<file path="config.mk">
export PLATFORM = sky130hd
export DESIGN_NAME = irq_ctrl
export DESIGN_NICKNAME = d
export VERILOG_FILES = /design/src/rtl/irq_ctrl.sv
export SDC_FILE = /design/constraint.sdc
export NUM_CORES = 1
export LEC_CHECK = 0
export ABC_AREA = 1
export CORE_MARGIN = 2
export CORE_UTILIZATION = 35
export CTS_BUF_LIST = sky130_fd_sc_hd__clkbuf_8
export CTS_CLUSTER_DIAMETER = 200
export DETAILED_ROUTE_END_ITERATION = 8
export DONT_BUFFER_PORTS = 1
export GPL_TIMING_DRIVEN = 0
export HOLD_SLACK_MARGIN = 0.05
export PLACE_DENSITY = 0.48
export SYNTH_ARGS = -nofsm -noshare
export SYNTH_HDL_FRONTEND = slang
export SYNTH_SLANG_ARGS = --single-unit
export TNS_END_PERCENT = 20
</file>
<file path="constraint.sdc">
create_clock -name clk -period 1.46 [get_ports clk]
set_input_delay 0.292 -clock clk [delete_from_list [all_inputs] [get_ports clk]]
set_output_delay 0.292 -clock clk [all_outputs]
set_load 0.1 [all_outputs]
</file>
<file path="src/rtl/irq_ctrl.sv">
// irq_ctrl -- four-source interrupt controller with a single CPU request line.
//
// Registers (word addresses):
//   BASE_ADDR   ICTRL  [3:0] en, [7:4] edge (1=rising edge, 0=level),
//                      [11:8] pend (read-only), other bits read 0
//   BASE_ADDR+2 ICLAIM read = claim (16'h8000|id while requesting),
//                      write = end-of-interrupt while in service
//
// Ports:
//   clk       sole clock, rising edge
//   rst       asynchronous reset, active low
//   src       interrupt sources (0=timer, 1=UART RX, 2=UART TX, 3=GPIO)
//   mem_addr  CPU bus address
//   rd_mem    CPU read strobe (address phase)
//   wr_mem    CPU write strobe
//   byt       byte access flag
//   wr_data   write data; odd-address bytes arrive on [15:8]
//   rd_data   read data, registered one cycle after the address phase
//   irq       interrupt request, high exactly while in REQ
//
// state   | meaning
// --------+-----------------------------------------------------
// IDLE    | nothing requested; waiting for an enabled pending source
// REQ     | irq asserted; waiting for the CPU to claim
// SERVICE | claimed; waiting for an ICLAIM write (EOI), no nesting

`ifndef ADDR_WIDTH
`define ADDR_WIDTH 16
`endif

module irq_ctrl #(
  parameter int unsigned BASE_ADDR = 'h00C
) (
  input  logic                   clk,
  input  logic                   rst,
  input  logic [3:0]             src,
  input  logic [`ADDR_WIDTH-1:0] mem_addr,
  input  logic                   rd_mem,
  input  logic                   wr_mem,
  input  logic                   byt,
  input  logic [15:0]            wr_data,
  output logic [15:0]            rd_data,
  output logic                   irq
);

  localparam int AW = `ADDR_WIDTH;
  localparam logic [AW-1:0] CTRL_ADDR  = AW'(BASE_ADDR);
  localparam logic [AW-1:0] CLAIM_ADDR = AW'(BASE_ADDR + 2);

  typedef enum logic [1:0] {
    IDLE    = 2'd0,
    REQ     = 2'd1,
    SERVICE = 2'd2
  } state_t;

  state_t     state;
  logic [3:0] en;
  logic [3:0] edge_mode;
  logic [3:0] latch;
  logic [3:0] src_d;

  logic       sel_ctrl;
  logic       sel_claim;
  logic       ctrl_wr;
  logic       claim_wr;
  logic       claim_rd;
  logic       claim_ok;
  logic [3:0] rise;
  logic [3:0] pend;
  logic [3:0] active;
  logic [1:0] id;
  logic [3:0] latch_clr;
  logic [3:0] latch_keep;
  logic [3:0] latch_nxt;

  // Odd-lane write bytes only ever target the odd ICTRL byte, which is ignored.
  logic unused_wr_hi;
  assign unused_wr_hi = &{1'b0, wr_data[15:8]};

  assign sel_ctrl  = (mem_addr[AW-1:1] == CTRL_ADDR[AW-1:1]);
  assign sel_claim = (mem_addr[AW-1:1] == CLAIM_ADDR[AW-1:1]);

  assign ctrl_wr  = wr_mem & sel_ctrl & (~byt | ~mem_addr[0]);
  assign claim_wr = wr_mem & sel_claim;
  assign claim_rd = rd_mem & sel_claim;

  assign rise   = edge_mode & src & ~src_d;
  assign pend   = (edge_mode & latch) | (~edge_mode & src);
  assign active = pend & en;

  // Lowest index wins.
  always_comb begin
    id = 2'd0;
    for (int i = 3; i >= 0; i--) begin
      if (active[i]) id = 2'(i);
    end
  end

  // A claim only counts while something is still requesting; if the request
  // vanished in the same cycle the FSM falls back to IDLE instead.
  assign claim_ok = claim_rd & (state == REQ) & (active != 4'd0);

  // Clear on claim, then a same-cycle new edge re-sets, then clearing the
  // edge mode bit discards whatever is latched.
  always_comb begin
    latch_clr  = claim_ok ? ((4'b0001 << id) & edge_mode) : 4'b0000;
    latch_keep = ctrl_wr ? wr_data[7:4] : 4'b1111;
    latch_nxt  = ((latch & ~latch_clr) | rise) & latch_keep;
  end

  always_ff @(posedge clk or negedge rst) begin
    if (!rst) begin
      en        <= 4'd0;
      edge_mode <= 4'd0;
      latch     <= 4'd0;
      src_d     <= 4'd0;
    end else begin
      src_d <= src;
      latch <= latch_nxt;
      if (ctrl_wr) begin
        en        <= wr_data[3:0];
        edge_mode <= wr_data[7:4];
      end
    end
  end

  always_ff @(posedge clk or negedge rst) begin
    if (!rst) begin
      state <= IDLE;
      irq   <= 1'b0;
    end else begin
      case (state)
        IDLE: begin
          if (active != 4'd0) begin
            state <= REQ;
            irq   <= 1'b1;
          end
        end
        REQ: begin
          if (active == 4'd0) begin
            state <= IDLE;
            irq   <= 1'b0;
          end else if (claim_rd) begin
            state <= SERVICE;
            irq   <= 1'b0;
          end
        end
        SERVICE: begin
          if (claim_wr) state <= IDLE;
        end
        default: begin
          state <= IDLE;
          irq   <= 1'b0;
        end
      endcase
    end
  end

  always_ff @(posedge clk or negedge rst) begin
    if (!rst) begin
      rd_data <= 16'h0000;
    end else if (rd_mem & sel_ctrl) begin
      rd_data <= {4'h0, pend, edge_mode, en};
    end else if (claim_ok) begin
      rd_data <= 16'h8000 | {14'h0000, id};
    end else begin
      rd_data <= 16'h0000;
    end
  end

endmodule

</file>
==> impl_results.md <==
- Vias in the first global route: 1144
- Primary FF master, synth: dfrtp_1
- Die area: 4800 µm²
- Met2 usage: 0.208
- Finished Layout Cells: 252
- Layout cells sized above 1: 0.297
- DR DRC count: 0
- Final Setup Violations: 0
- Chip width: 69.3 µm
- Overflow after GRT: 0
- Cells after synthesis: 181
- Initial antenna violation count: 0
- Final Cycle Share: 0.941
- Worst r2r path cells: 8
- CTS tree: done
- Req. time, crit path: 1660 ps
- Via Count: 1157
- Hold_ws: 135 ps
- Count leader, synth: nand2_1
- Outcome: complete, no violations
- Synth Cell Area: 1490 µm²
- Worst min-delay path category: input port to flop
- Largest net degree at the start of global routing: 33
- Fin nets: 242
- Synth area leaders: dfrtp_1, nand2_1, nor2_1
- Antenna-violating nets left: 0
- Reg clk slew, reported paths: 70 ps
- Core Region: 4060 µm²
- Gr busiest metal: met2
- Startpoint types: flop
- Global placement routability congestion: 0.783
- Worst Path Arrival: 1570 ps
- Top-area cell type share of the netlist area: 0.537
- Placed Cells: 233
- Row count: 23
- Library cells used by synthesis: 22
- Final Max Slew Viols: 0
- Die Span Y: 69.3 µm
- Routed WL: 3180 µm
- DRT Pass-1 Iters: 4
- Worst vdd ir: 0.000629 V
- FF+latch count, synth: 32
- Initial DRC count: 78
- Io pins: 58
- Endpoints failing hold: 0
- Max Cap Viol: 0
- Number of CTS-inserted buffers: 5
- Syn Area/Cell: 8.23 µm²
- Wire length per cell: 12.6 µm
- Core Util, Final: 0.454
- Crit path kind: flop to flop
- Total GRT Usage: 0.141
- Peak Freq: 728 MHz
- Synth Warn #: 0
- Sequential share of the synthesized area: 0.537
- DP HPWL: 2180 µm
- Clock Skews: 6.02 ps
- Worst skew pair latency: 290 ps
- WHS Path Cells: 2
- Met1 GRT Util: 0.179
- Most frequent cells after synthesis: nand2_1, dfrtp_1, nor2_1
- Area grow syn2layout: 23.5%
- Tmin final: 1370 ps
- Power Dens Cells: 988 nW/µm²
- Met3 Use GR: 0.0712
- First-pass GRT wire length: 5200 µm
- Initial Utilization: 0.367
- Post-synth ARST share: 1.00
- Clk buf depth: 2
- RSZ-0062 raised after global routing: true
- Number of enable flip-flop cells after synthesis: 0
- Lkg Pwr: 0.948 nW
- Num Clock Sinks: 32
- Top cell type by total area after synthesis: dfrtp_1
- CP max FO: 4
- IO Port Bufs: 0
- H-tree level count: 2
- Vias per inst: 4.59
- Root Buffer: clkbuf_8
- Crit. End Element: flop
- Ant diodes: 0
logic make-up after synthesis:
| group | count (synthesis) | share of synthesized area |
|---|---|---|
| flops | 32 | 0.537 |
| buf+inv | 36 | 0.104 |
| simple gates | 94 | 0.272 |
| other cells | 1 | 0.00252 |
| compound gates | 18 | 0.0840 |
power breakdown:
part / switching [W] / internal, W
clock: 0.000326 / 0.000499
sequential: 0.00000137 / 0.000892
combinational: 0.0000698 / 0.0000310
worst max-delay path, stage by stage, from the launching register on:
cell	delay [ps]
dfrtp_1	410
inv_2	70
nand2_1	100
nand3_2	110
nand2_4	120
nor2_4	50
nor3_1	130
nand2_1	140
o22ai_1	160
routing by layer:
layer | vias up | wire [µm]
li1 | 591 | -
met1 | 531 | 1510
met2 | 29 | 1460
met3 | 6 | 172
met4 | 0 | 43
met5 | - | 0
final timing paths:
path / endpoint / slack [ps] / from
worst min-delay path: en[2]$_DFFE_PN0N_ / 130 / wr_data[2]
max in group asynchronous: rd_data[11]$_DFF_PN0_ / 820 / rst
worst max register to register: rd_data[0]$_DFF_PN0_ / 90 / edge_mode[2]$_DFFE_PN0N_
worst max-delay path: rd_data[0]$_DFF_PN0_ / 90 / edge_mode[2]$_DFFE_PN0N_
min in group asynchronous: rd_data[8]$_DFF_PN0_ / 440 / rst
worst min register to register: latch[3]$_DFF_PN0_ / 510 / src_d[3]$_DFF_PN0_
area by class of cell:
type                            instances  area (µm²)
Fill cell                             399        2220
Clock buffer                            5        68.8
Inverter                               31         116
Tap cell                               50        62.6
Clock inverter                          3        38.8
Sequential cell                        32         818
Buffer                                  5        38.8
Multi-Input combinational cell        115         589
Timing Repair Buffer                   11         108
flip-flops by register name, summed over array words and instances, names as in the netlist:
| signal | cells |
|---|---|
| irq | 1 |
| rd_data | 13 |
| src_d | 4 |
| edge_mode | 4 |
| en | 4 |
| latch | 4 |
| state | 2 |
layout by cell type, fill, tap and decap left out, types with 2 or more instances in the layout:
| cell type | n |
|---|---|
| dfrtp_2 | 14 |
| clkbuf_8 | 5 |
| dlygate4sd3_1 | 5 |
| nand3_1 | 8 |
| nand4_1 | 2 |
| nand2_2 | 5 |
| inv_2 | 6 |
| o22ai_1 | 2 |
| nor3_1 | 2 |
| a21oi_1 | 6 |
| buf_4 | 8 |
| a21oi_2 | 4 |
| conb_1 | 3 |
| nor2_1 | 30 |
| o21ai_2 | 4 |
| nand2_1 | 34 |
| inv_1 | 26 |
| nand3b_1 | 4 |
| dfrtp_1 | 18 |
| nand3_2 | 5 |
through the flow:
step | worst slack, ps | instance area [µm²] | power [W] | setup TNS (ps)
floorplan | 178 | 1500 | 0.000973 | 0
global placement | -37.6 | 1560 | 0.000975 | -146
CTS | -42.3 | 1750 | 0.00184 | -219
global route | -54.8 | 1840 | 0.00191 | -267
detailed placement | -25.8 | 1560 | 0.000977 | -95.7
finish | 86.4 | 1840 | 0.00182 | 0
repair_timing:
action	CTS	global route
endpoints found under the setup margin	19	11
pin swaps	0	3
resized for setup	13	16
hold endpoints to repair	36	0
hold buffers	6	0
setup buffers	0	5
Power figures use the tool's default switching activity.
